[src/rtl/mux4_rr_arbiter.sv]
// Round-robin arbiter and select sequencer for a shared 4:1 one-bit mux.
// Grants one of four requesters at a time, holds each grant for at most
// MAX_HOLD cycles, and drives the mux selects plus a registered data tap.
module mux4_rr_arbiter #(
    parameter int unsigned MAX_HOLD = 8
) (
    input  logic       clk,
    input  logic       rst,
    input  logic [3:0] req,
    input  logic [3:0] din,
    output logic [3:0] gnt,
    output logic       s0,
    output logic       s1,
    output logic       dout,
    output logic       dout_vld,
    output logic       busy
);

    localparam int unsigned      CNT_W     = $clog2(MAX_HOLD + 1);
    localparam logic [CNT_W-1:0] HOLD_LOAD = CNT_W'(MAX_HOLD - 1);

    typedef enum logic {
        IDLE,
        GRANT
    } state_t;

    state_t           state;
    state_t           state_n;
    logic [1:0]       ptr;
    logic [1:0]       ptr_n;
    logic [1:0]       sel;
    logic [1:0]       sel_n;
    logic [CNT_W-1:0] cnt;
    logic [CNT_W-1:0] cnt_n;
    logic [3:0]       gnt_n;

    logic [1:0]       rel_start;
    logic [2:0]       pick_idle;
    logic [2:0]       pick_rel;
    logic             hold;

    // First set request at or after 'start', wrapping 3->0.
    // Result is {found, index}.
    function automatic logic [2:0] rr_pick(input logic [3:0] r, input logic [1:0] start);
        logic [2:0] res;
        logic [1:0] idx;
        res = '0;
        for (int unsigned i = 0; i < 4; i++) begin
            idx = start + 2'(i);
            if (!res[2] && r[idx]) begin
                res = {1'b1, idx};
            end
        end
        return res;
    endfunction

    // The current owner is always the select value, since selects only
    // move on a new grant; after release the owner drops to lowest priority.
    assign rel_start = sel + 2'd1;
    assign pick_idle = rr_pick(req, ptr);
    assign pick_rel  = rr_pick(req, rel_start);
    assign hold      = req[sel] && (cnt != '0);

    // Next-state, pointer, counter, grant and select decisions.
    always_comb begin
        state_n = state;
        ptr_n   = ptr;
        sel_n   = sel;
        cnt_n   = cnt;
        gnt_n   = gnt;
        unique case (state)
            IDLE: begin
                if (pick_idle[2]) begin
                    state_n = GRANT;
                    sel_n   = pick_idle[1:0];
                    gnt_n   = 4'b0001 << pick_idle[1:0];
                    cnt_n   = HOLD_LOAD;
                end else begin
                    gnt_n = '0;
                end
            end
            GRANT: begin
                if (hold) begin
                    cnt_n = cnt - CNT_W'(1);
                end else begin
                    ptr_n = rel_start;
                    if (pick_rel[2]) begin
                        sel_n = pick_rel[1:0];
                        gnt_n = 4'b0001 << pick_rel[1:0];
                        cnt_n = HOLD_LOAD;
                    end else begin
                        state_n = IDLE;
                        gnt_n   = '0;
                    end
                end
            end
            default: begin
                state_n = IDLE;
                gnt_n   = '0;
            end
        endcase
    end

    // Control state register with synchronous reset.
    always_ff @(posedge clk) begin
        if (rst) begin
            state <= IDLE;
            ptr   <= '0;
            sel   <= '0;
            cnt   <= '0;
            gnt   <= '0;
        end else begin
            state <= state_n;
            ptr   <= ptr_n;
            sel   <= sel_n;
            cnt   <= cnt_n;
            gnt   <= gnt_n;
        end
    end

    // Registered mux tap: samples the input chosen by the current selects.
    always_ff @(posedge clk) begin
        if (rst) begin
            dout     <= 1'b0;
            dout_vld <= 1'b0;
        end else begin
            dout     <= din[sel];
            dout_vld <= |gnt;
        end
    end

    assign s0   = sel[0];
    assign s1   = sel[1];
    assign busy = |gnt;

endmodule

[config.mk]
export PLATFORM = sky130hd
export DESIGN_NAME = mux4_rr_arbiter
export DESIGN_NICKNAME = d
export VERILOG_FILES = /design/src/rtl/mux4_rr_arbiter.sv
export SDC_FILE = /design/constraint.sdc
export NUM_CORES = 1
export LEC_CHECK = 0
export ABC_CLOCK_PERIOD_IN_PS = 2200
export CAP_MARGIN = 20
export CORE_MARGIN = 10
export CORE_UTILIZATION = 49
export DETAILED_ROUTE_END_ITERATION = 10
export PLACE_DENSITY = 0.85
export SLEW_MARGIN = 20
export SYNTH_ARGS = -nofsm -noshare
export SYNTH_HDL_FRONTEND = slang
export SYNTH_SLANG_ARGS = --single-unit
[constraint.sdc]
create_clock -name clk -period 2.2 [get_ports clk]
set_input_delay 0.44 -clock clk [delete_from_list [all_inputs] [get_ports clk]]
set_output_delay 0.44 -clock clk [all_outputs]
set_load 0.03 [all_outputs]
==> results.json <==
{
  "rsz0062_at_grt": "false",
  "postCtsHoldBufs": 0,
  "synth_xor_area_frac": 0.00955,
  "finalCritPeriodShare": 0.910,
  "yosys.area_share.adder": 0.0136,
  "drt_iter0_markers": 26,
  "nFillCells": 148,
  "powerDensity_nw_per_um2": 711,
  "port_buffers": 18,
  "synth_cells": 107,
  "cap_violations": 0,
  "critPathBufInv": 1,
  "dp_hpwl_um": 1830,
  "cpMaxStageDelayCell": "clkdlybuf4s50_1",
  "h-tree-depth": 1,
  "clk_latency_ps": 290,
  "synth_edf_count": 0,
  "drv_slew": 0,
  "worstMarginPinSlew_ps": 531,
  "grt_first_pass_wirelength_um": 4020,
  "clkSlewWorstSetupHoldPaths_ps": 90,
  "synth_top_area_share": 0.327,
  "min_period_ps": 2000,
  "firstDrtPassIters": 4,
  "grt_max_degree": 16,
  "drcViolationCount": 0,
  "slowest_delay_ps": 750,
  "yosys-top-cells-area": "dfxtp_1, nor2_1, mux4_2",
  "row_count": 15,
  "synth_compound_area_frac": 0.218,
  "vias": 927,
  "critPathKind": "flip-flop to output port",
  "core_sq_um": 1750,
  "postRouteAntennaNets": 0,
  "cp.arrival_ps": 1560,
  "critPathMaxFanout": 9,
  "async_flop_share": 0,
  "gr-total-overflow": 0,
  "syn_area_sq_um": 917,
  "cp_top_family": "buffers and inverters",
  "route.met3.wl_um": 117,
  "antenna_found_initial": 0,
  "setup_violations": 0,
  "fp.dieW_um": 63.3,
  "area_growth_pct": 32.1,
  "relSlewSlack": 0.645,
  "root_buffer": "clkbuf_4",
  "power_uw": 861,
  "layout.nets": 148,
  "wl_per_cell_um": 14.4,
  "met2WireLength_um": 1090,
  "hold_viol": 0,
  "leakagePower_uw": 0.000468,
  "drive_gt1_frac": 0.176,
  "synthSimpleGateAreaFrac": 0.311,
  "dieArea_sq_um": 4000,
  "yosys_warnings": 0,
  "antenna-diode-count": 0,
  "hold_class": "flip-flop to flip-flop",
  "synth_mux_area_frac": 0.0600,
  "crit_chain": "clkdlybuf4s50_1",
  "grt_pass1_vias": 915,
  "clock_skew_ps": 11.2,
  "crit_path_start_kind": "flip-flop",
  "seqCellArea_sq_um": 300,
  "synth_seq_cells": 15,
  "cts.sinks": 15,
  "ys_types": 42,
  "fmax_mhz": 500,
  "die_y_um": 63.3,
  "clk_path_buf_depth": 2,
  "yosysTopAreaCell": "dfxtp_1",
  "ys_seq_area_frac": 0.327,
  "peakVddDrop_mv": 0.472,
  "io_pins": 19,
  "crit_path_end_kind": "output port",
  "top_layer": "met4",
  "synth_top_family_by_area": "simple AND/OR/NAND/NOR gates",
  "grt_use_total": 0.121,
  "start_util": 0.525,
  "avgSynthCellArea_sq_um": 8.57,
  "synth-main-ff-cell": "dfxtp_1",
  "gp_congestion": 0.856,
  "wl_met1_um": 1040,
  "cts_tree": "done",
  "multi_input_area_sq_um": 562,
  "final_core_util": 0.694,
  "routed_wl_um": 2310,
  "viasPerCell": 5.76,
  "status": "finished clean",
  "syn-num-nets": 118,
  "crit_required_ps": 1760,
  "cts_buffers": 3
}
-- metrics by stage --
step	std cells	setup WS [ps]	cell area, sq um	hold slack, ps	TNS, ps
after CTS	161	201	1210	483	0
final	161	199	1210	483	0
after global routing	161	109	1210	532	0
after detailed placement	157	-44.0	1190	472	-97.0
after floorplan	107	291	917	439	0
after global placement	157	4.50	1190	460	0
-- metal layers --
metal  vias to the layer above  GRT usage
met3                         7     0.0300
met2                        35      0.202
met4                         0     0.0765
met1                       428      0.133
met5                         -          0
li1                        457          -
-- logic make-up (layout without fill, tap and decap cells) --
logic type,after synthesis,count (layout)
AND/OR/NAND/NOR,50,50
adder cells (fa/ha/maj),1,1
AO/OA/AOI/OAI,27,27
flip-flops,15,15
multiplexers,3,3
buffers and inverters,10,39
XOR/XNOR,1,1
-- path summary, 6_finish.rpt --
| path | startpoint | end | slack [ps] | depth (start not counted) |
|---|---|---|---|---|
| worst max register to register | cnt[0] | cnt[2] | 300 | 7 |
| worst max-delay path | sel[1] | s1 | 200 | 1 |
| worst min-delay path | cnt[3] | cnt[3] | 480 | 2 |
| worst min register to register | cnt[3] | cnt[3] | 480 | 2 |
-- synthesized netlist by cell type, drive strengths merged, types with 3 or more instances --
cell type,n
nor2b,7
nor2,15
nand2b,4
o21ai,4
nand3,4
dfxtp,15
a311oi,3
a211oi,4
buf,4
inv,4
nor3,6
-- power breakdown --
| part | switching (uW) | internal [uW] |
|---|---|---|
| sequential | 36.8 | 307 |
| combinational | 186 | 171 |
| clock | 88.9 | 70.6 |
| total | 312 | 549 |
-- layout by cell type (no fill, tap or decap), types with 2 or more instances in the layout --
| master | netlist | routed |
|---|---|---|
| nand2b_1 | 3 | 3 |
| a311oi_1 | 3 | 3 |
| buf_4 | 0 | 13 |
| nand3_1 | 4 | 4 |
| mux4_2 | 2 | 2 |
| clkbuf_4 | 0 | 3 |
| inv_1 | 4 | 4 |
| a31oi_1 | 2 | 2 |
| a211oi_1 | 4 | 4 |
| a221oi_1 | 2 | 2 |
| or3b_2 | 2 | 2 |
| a21oi_1 | 2 | 2 |
| nor2_1 | 14 | 14 |
| clkdlybuf4s50_1 | 0 | 17 |
| a21boi_0 | 2 | 2 |
| dfxtp_1 | 15 | 15 |
| nand2_1 | 2 | 2 |
| nand3b_1 | 2 | 2 |
| o21ai_0 | 4 | 4 |
| nor2b_1 | 7 | 7 |
| nor3_1 | 6 | 6 |
-- what timing repair did --
item / 4_1_cts / 5_1_grt
setup buffers: 0 / 0
setup endpoints to repair: 1 / 0
resized for setup: 1 / 0
-- cell type report --
class | instances | area share
clock buffers | 4 | 0.0217
inverters | 4 | 0.0124
multi-input cells | 82 | 0.464
flip-flops and latches | 15 | 0.248
well taps | 25 | 0.0258
repair buffers | 31 | 0.228
-- state kept, by name (all words and copies together), names as in the netlist --
| register | count |
|---|---|
| dout_vld | 1 |
| ptr | 2 |
| cnt | 4 |
| dout | 1 |
| state | 1 |
| gnt | 4 |
| sel | 2 |
-- worst reg2reg max path: cells and delay by family, from the launching register on --
kind            cells  cell delay, ps
buf+inv             1              60
compound gates      2             290
simple gates        3             930
flops               1             350
fa+ha+maj           1             170
Note: power is estimated with default switching activity, not from simulation.
